==> src/rtl/key_poll_master_pkg.sv <==
// Shared keyboard definitions: poll FSM state encoding and status word layout.
// Latency: n/a (types and constants only).
// Backpressure: n/a.
package key_poll_master_pkg;

  typedef enum logic [1:0] {
    IDLE  = 2'd0,
    READ  = 2'd1,
    CLEAR = 2'd2
  } kbd_state_t;

  // Status word from the keyboard slave: [FLAG_BIT] = key pending, [VALUE_MSB:0] = key code.
  localparam int FLAG_BIT  = 4;
  localparam int VALUE_MSB = 3;

  // Written back to the slave to acknowledge (clear) the pending key.
  localparam logic [7:0] CLR_WORD = 8'h01;

endpackage

==> src/rtl/key_poll_master_fifo.sv <==
// Key-event FIFO: small first-in first-out store for decoded key codes.
// Latency: a push is visible on pop_dat/!empty one cycle later; outputs come straight from registers.
// Backpressure: a push while full is dropped unless a pop happens in the same cycle; pop on empty is ignored.
//   ports: clk, reset_n (async active-low), push/push_dat, pop/pop_dat, full, empty
module key_event_fifo #(
  parameter int FIFO_DEPTH = 4,
  parameter int WIDTH      = 4
) (
  input  logic             clk,
  input  logic             reset_n,
  input  logic             push,
  input  logic [WIDTH-1:0] push_dat,
  input  logic             pop,
  output logic [WIDTH-1:0] pop_dat,
  output logic             full,
  output logic             empty
);

  localparam int AW = $clog2(FIFO_DEPTH);

  logic [WIDTH-1:0] mem [FIFO_DEPTH];
  logic [AW-1:0]    wr_ptr;
  logic [AW-1:0]    rd_ptr;
  logic [AW:0]      count;
  logic             do_push;
  logic             do_pop;

  // A simultaneous pop frees the slot, so a push into a full FIFO is still accepted then.
  assign do_pop  = pop && !empty;
  assign do_push = push && (!full || do_pop);

  always_ff @(posedge clk or negedge reset_n) begin
    if (!reset_n) begin
      for (int i = 0; i < FIFO_DEPTH; i++) begin
        mem[i] <= '0;
      end
      wr_ptr <= '0;
      rd_ptr <= '0;
      count  <= '0;
    end else begin
      if (do_push) begin
        mem[wr_ptr] <= push_dat;
        wr_ptr      <= wr_ptr + 1'b1;
      end
      if (do_pop) begin
        rd_ptr <= rd_ptr + 1'b1;
      end
      if (do_push && !do_pop) begin
        count <= count + 1'b1;
      end else if (!do_push && do_pop) begin
        count <= count - 1'b1;
      end
    end
  end

  assign pop_dat = mem[rd_ptr];
  assign full    = (count == (AW+1)'(FIFO_DEPTH));
  assign empty   = (count == '0);

endmodule

==> src/rtl/key_poll_master.sv <==
// Keyboard poller: periodically reads the keyboard status over Avalon-MM, acks pending keys, queues codes.
// Latency: read starts the cycle after the tick; a pending key reaches key_valid one cycle after the ack completes.
// Backpressure: bus transfers hold until avm_waitrequest=0; key_ready pops the FIFO; a push into a full FIFO sets overflow.
//   ports: clk, reset_n, enable | avm_address/read/write/writedata/readdata/waitrequest
//          | key_value/key_valid/key_ready | overflow/ovf_clr
module key_poll_master
  import key_poll_master_pkg::*;
#(
  parameter int POLL_DIV   = 50000,
  parameter int FIFO_DEPTH = 4
) (
  input  logic       clk,
  input  logic       reset_n,
  input  logic       enable,
  output logic       avm_address,
  output logic       avm_read,
  output logic       avm_write,
  output logic [7:0] avm_writedata,
  input  logic [7:0] avm_readdata,
  input  logic       avm_waitrequest,
  output logic [3:0] key_value,
  output logic       key_valid,
  input  logic       key_ready,
  output logic       overflow,
  input  logic       ovf_clr
);

  localparam int CW = (POLL_DIV > 1) ? $clog2(POLL_DIV) : 1;

  kbd_state_t      state;
  kbd_state_t      state_nxt;
  logic [CW-1:0]   tick_cnt;
  logic            tick;
  logic            capture;
  logic            push;
  logic            pop;
  logic            fifo_full;
  logic            fifo_empty;
  logic [3:0]      key_q;
  logic            unused_rdata;

  // Upper status bits carry nothing for this poller.
  assign unused_rdata = ^avm_readdata[7:FLAG_BIT+1];

  // Poll interval counter; parked at 0 whenever polling is disabled.
  always_ff @(posedge clk or negedge reset_n) begin
    if (!reset_n) begin
      tick_cnt <= '0;
    end else if (!enable) begin
      tick_cnt <= '0;
    end else if (tick_cnt == CW'(POLL_DIV - 1)) begin
      tick_cnt <= '0;
    end else begin
      tick_cnt <= tick_cnt + 1'b1;
    end
  end

  // A tick that lands while a transfer is still running is simply skipped.
  assign tick = enable && (tick_cnt == CW'(POLL_DIV - 1));

  always_ff @(posedge clk or negedge reset_n) begin
    if (!reset_n) begin
      state <= IDLE;
    end else begin
      state <= state_nxt;
    end
  end

  // Bus strobes decode directly from the state register, so reset drops them asynchronously.
  always_comb begin
    state_nxt     = state;
    avm_read      = 1'b0;
    avm_write     = 1'b0;
    avm_writedata = 8'h00;
    capture       = 1'b0;
    push          = 1'b0;
    case (state)
      IDLE: begin
        if (tick) begin
          state_nxt = READ;
        end
      end
      READ: begin
        avm_read = 1'b1;
        if (!avm_waitrequest) begin
          capture   = 1'b1;
          state_nxt = avm_readdata[FLAG_BIT] ? CLEAR : IDLE;
        end
      end
      CLEAR: begin
        avm_write     = 1'b1;
        avm_writedata = CLR_WORD;
        if (!avm_waitrequest) begin
          push      = 1'b1;
          state_nxt = IDLE;
        end
      end
      default: begin
        state_nxt = IDLE;
      end
    endcase
  end

  assign avm_address = 1'b0;

  // Key code is held from the status read until the ack completes and it is queued.
  always_ff @(posedge clk or negedge reset_n) begin
    if (!reset_n) begin
      key_q <= 4'h0;
    end else if (capture) begin
      key_q <= avm_readdata[VALUE_MSB:0];
    end
  end

  assign pop       = key_valid && key_ready;
  assign key_valid = !fifo_empty;

  key_event_fifo #(
    .FIFO_DEPTH (FIFO_DEPTH),
    .WIDTH      (4)
  ) u_fifo (
    .clk      (clk),
    .reset_n  (reset_n),
    .push     (push),
    .push_dat (key_q),
    .pop      (pop),
    .pop_dat  (key_value),
    .full     (fifo_full),
    .empty    (fifo_empty)
  );

  // Sticky drop flag; a new drop in the same cycle beats a clear.
  always_ff @(posedge clk or negedge reset_n) begin
    if (!reset_n) begin
      overflow <= 1'b0;
    end else if (push && fifo_full && !pop) begin
      overflow <= 1'b1;
    end else if (ovf_clr) begin
      overflow <= 1'b0;
    end
  end

endmodule

==> config.mk <==
export PLATFORM = sky130hd
export DESIGN_NAME = key_poll_master
export DESIGN_NICKNAME = d
export VERILOG_FILES = /design/src/rtl/key_poll_master_pkg.sv /design/src/rtl/key_poll_master_fifo.sv /design/src/rtl/key_poll_master.sv
export SDC_FILE = /design/constraint.sdc
export NUM_CORES = 1
export LEC_CHECK = 0
export BUFFER_PORTS_ARGS = -buffer_cell sky130_fd_sc_hd__buf_4
export CAP_MARGIN = 20
export CORE_MARGIN = 2
export CORE_UTILIZATION = 50
export CTS_BUF_LIST = sky130_fd_sc_hd__clkbuf_2
export CTS_CLUSTER_DIAMETER = 80
export DETAILED_ROUTE_END_ITERATION = 10
export HOLD_SLACK_MARGIN = 0.06
export PLACE_DENSITY = 0.75
export SYNTH_ARGS = -nofsm -noshare
export SYNTH_HDL_FRONTEND = slang
export SYNTH_SLANG_ARGS = --single-unit
==> constraint.sdc <==
create_clock -name clk -period 2.2 [get_ports clk]
set_clock_uncertainty 0.15 [all_clocks]
set_input_delay 0 -clock clk [delete_from_list [all_inputs] [get_ports clk]]
set_output_delay 0 -clock clk [all_outputs]
set_load 0.03 [all_outputs]
==> qor.yml <==
status: "completed"
hp-class: "in2reg"
num_rows: 24
yosysMostFrequentCell: "dfrtp_1"
worstSetupPathType: "reg2reg"
hpwl_mm: 2.49
dieArea_sq_um: 4990
finalNonFillerCells: 273
synthesis.area_sq_um: 2220
wl_per_cell_um: 13.8
io_buffers: 19
whs_ns: 0.199
leakage_nw: 1.22
ys_warn_count: 0
regArea_sq_um: 1150
ys_types: 32
layout-drive-gt1-share: 0.321
first_pass_iters: 3
synth_cells: 182
rsz0062_at_grt: "no"
fin_crit_ns: 2.13
grt_pass1_vias: 1362
fillers: 371
cts.htree.levels: 2
crit_path_max_fanout: 4
cts_num_sinks: 46
end_kind: "flop"
relSlewSlack: 0.616
place_ws_ns: 0.0132
grtUsageTotal: 0.162
arrival_ns: 2.33
postSynthAreaPerCell_sq_um: 12.2
synth_common_cells: "dfrtp_1, mux2_2, nor2_1"
synth_seq_area_share: 0.519
synth_edf_count: 0
numCtsBuffers: 5
maxSlewViolCount: 0
ys_seq_elements: 46
viasPerCell: 5.12
grt_pass1_wl_mm: 6.35
cts_tree: "built"
synth_top_area_share: 0.519
die_h_um: 70.6
wirelength_mm: 3.78
root_buffer: "clkbuf_2"
drtIter0Drc: 26
async_reset_ff_frac: 1.00
grt_antenna_before_repair: 0
start_util: 0.513
pin_count: 31
core-area_sq_um: 4320
area_growth_pct: 17.6
required_ns: 2.40
dp.cells: 250
clk_latency_ns: 0.41
ir_worst_vdd_mv: 0.713
timing.final.ws_setup_ns: 0.0673
hold_viol: 0
antenna_cells: 0
ys.flop_type: "dfrtp_1"
cp-start-kind: "flop"
grt_max_degree: 47
worst_slew_pin_slew_ns: 0.575
drc_errors: 0
multi_input_area_sq_um: 1020
cts_buffer_depth: 2
vias: 1399
cap_violations: 0
nets: 241
post-route-period-util: 0.969
ys_top_cells_by_area: "dfrtp_1, mux2_2, xnor2_1"
cts.clk_slew.worst_paths_ns: 0.22
max_clock_freq_mhz: 469
die_w_um: 70.6
tns_ns: 0
setup_viol: 0
globalRouteOverflowTotal: 0
yosysTopAreaCell: "dfrtp_1"
gp_congestion: 0.830
ant_nets: 0
fin_util: 0.604
p_per_area_nw_per_um2: 669
==> sequential cells by signal, summed over array words and instances, names as in the netlist <==
name	flops
u_fifo.mem	16
u_fifo.count	3
state	2
u_fifo.wr_ptr	2
key_q	4
overflow	1
tick_cnt	16
u_fifo.rd_ptr	2
==> where the power goes <==
part	internal (mW)	switching [mW]
Sequential	0.917	0.112
Combinational	0.218	0.161
Clock	0.0782	0.261
==> critical path: stages (launching register included) <==
cell     delay (ns)
dfrtp_2        0.49
or3_4          0.40
nand2_2        0.11
ha_4           0.14
inv_2          0.03
fa_2           0.32
xor2_1         0.15
nor2_1         0.11
xor2_1         0.17
==> stage by stage <==
| step | power [mW] | area [sq um] |
|---|---|---|
| 2_1_floorplan | 1.24 | 2260 |
| 3_3_place_gp | 1.32 | 2400 |
| 3_5_place_dp | 1.33 | 2400 |
| 4_1_cts | 1.68 | 2560 |
| 5_1_grt | 1.84 | 2610 |
| 6_report | 1.75 | 2610 |
==> layout make-up <==
class | count | area share
flip-flops and latches | 46 | 0.442
multi-input cells | 123 | 0.392
repair buffers | 36 | 0.115
well taps | 52 | 0.0249
clock buffers | 6 | 0.0115
inverters | 8 | 0.0115
clock inverters | 2 | 0.00335
==> logic make-up (layout without fill, tap and decap cells) <==
family,after synthesis,after routing,share of synthesized area
buf+inv,20,52,0.0490
simple gates,59,59,0.149
flops,46,46,0.519
other cells,1,8,0.00169
mux,25,25,0.147
fa+ha+maj,7,7,0.0428
compound gates,4,4,0.0130
xor+xnor,20,20,0.0789
==> metal layers <==
metal	vias to the layer above	wire length [um]	track usage
met2	26	1800	0.257
met4	0	61	0.0566
met3	5	127	0.0370
met1	682	1790	0.224
met5	-	0	0
li1	686	-	-
==> placed cells by master (no fill, tap or decap), drive strengths merged <==
master,synthesis,layout
a21oi,1,1
a22o,1,1
a32o,1,1
and2,2,2
and3,2,2
and4b,1,1
buf,9,24
clkbuf,3,6
clkinv,0,2
conb,1,8
dfrtp,46,46
dlygate4sd3,0,12
fa,1,1
ha,6,6
inv,8,8
mux2,21,21
mux4,4,4
nand2,10,10
nand3,7,7
nand4,4,4
nor2,17,17
nor2b,2,2
nor3,4,4
nor3b,1,1
nor4,5,5
nor4b,1,1
nor4bb,1,1
o21ai,1,1
or3,1,1
or3b,1,1
xnor2,15,15
xor2,5,5
==> path summary, 6_finish.rpt <==
path                                  from               to  slack [ns]  cells after the start
setup / recovery           u_fifo.count[1]  u_fifo.count[2]        0.07                      8
hold / removal             avm_readdata[2]         key_q[2]        0.20                      3
setup reg to reg           u_fifo.count[1]  u_fifo.count[2]        0.07                      8
hold reg to reg                   state[1]         state[0]        0.34                      1
max in group asynchronous          reset_n  u_fifo.count[1]        1.00                      3
min in group asynchronous          reset_n     tick_cnt[10]        0.49                      3
==> timing repair <==
action	CTS	global route
endpoints found under the hold margin	90	0
gates resized for setup	0	6
pin swaps	0	1
setup buffers	0	3
setup endpoints to repair	1	2
hold buffers	12	0
Power figures use the tool's default switching activity.
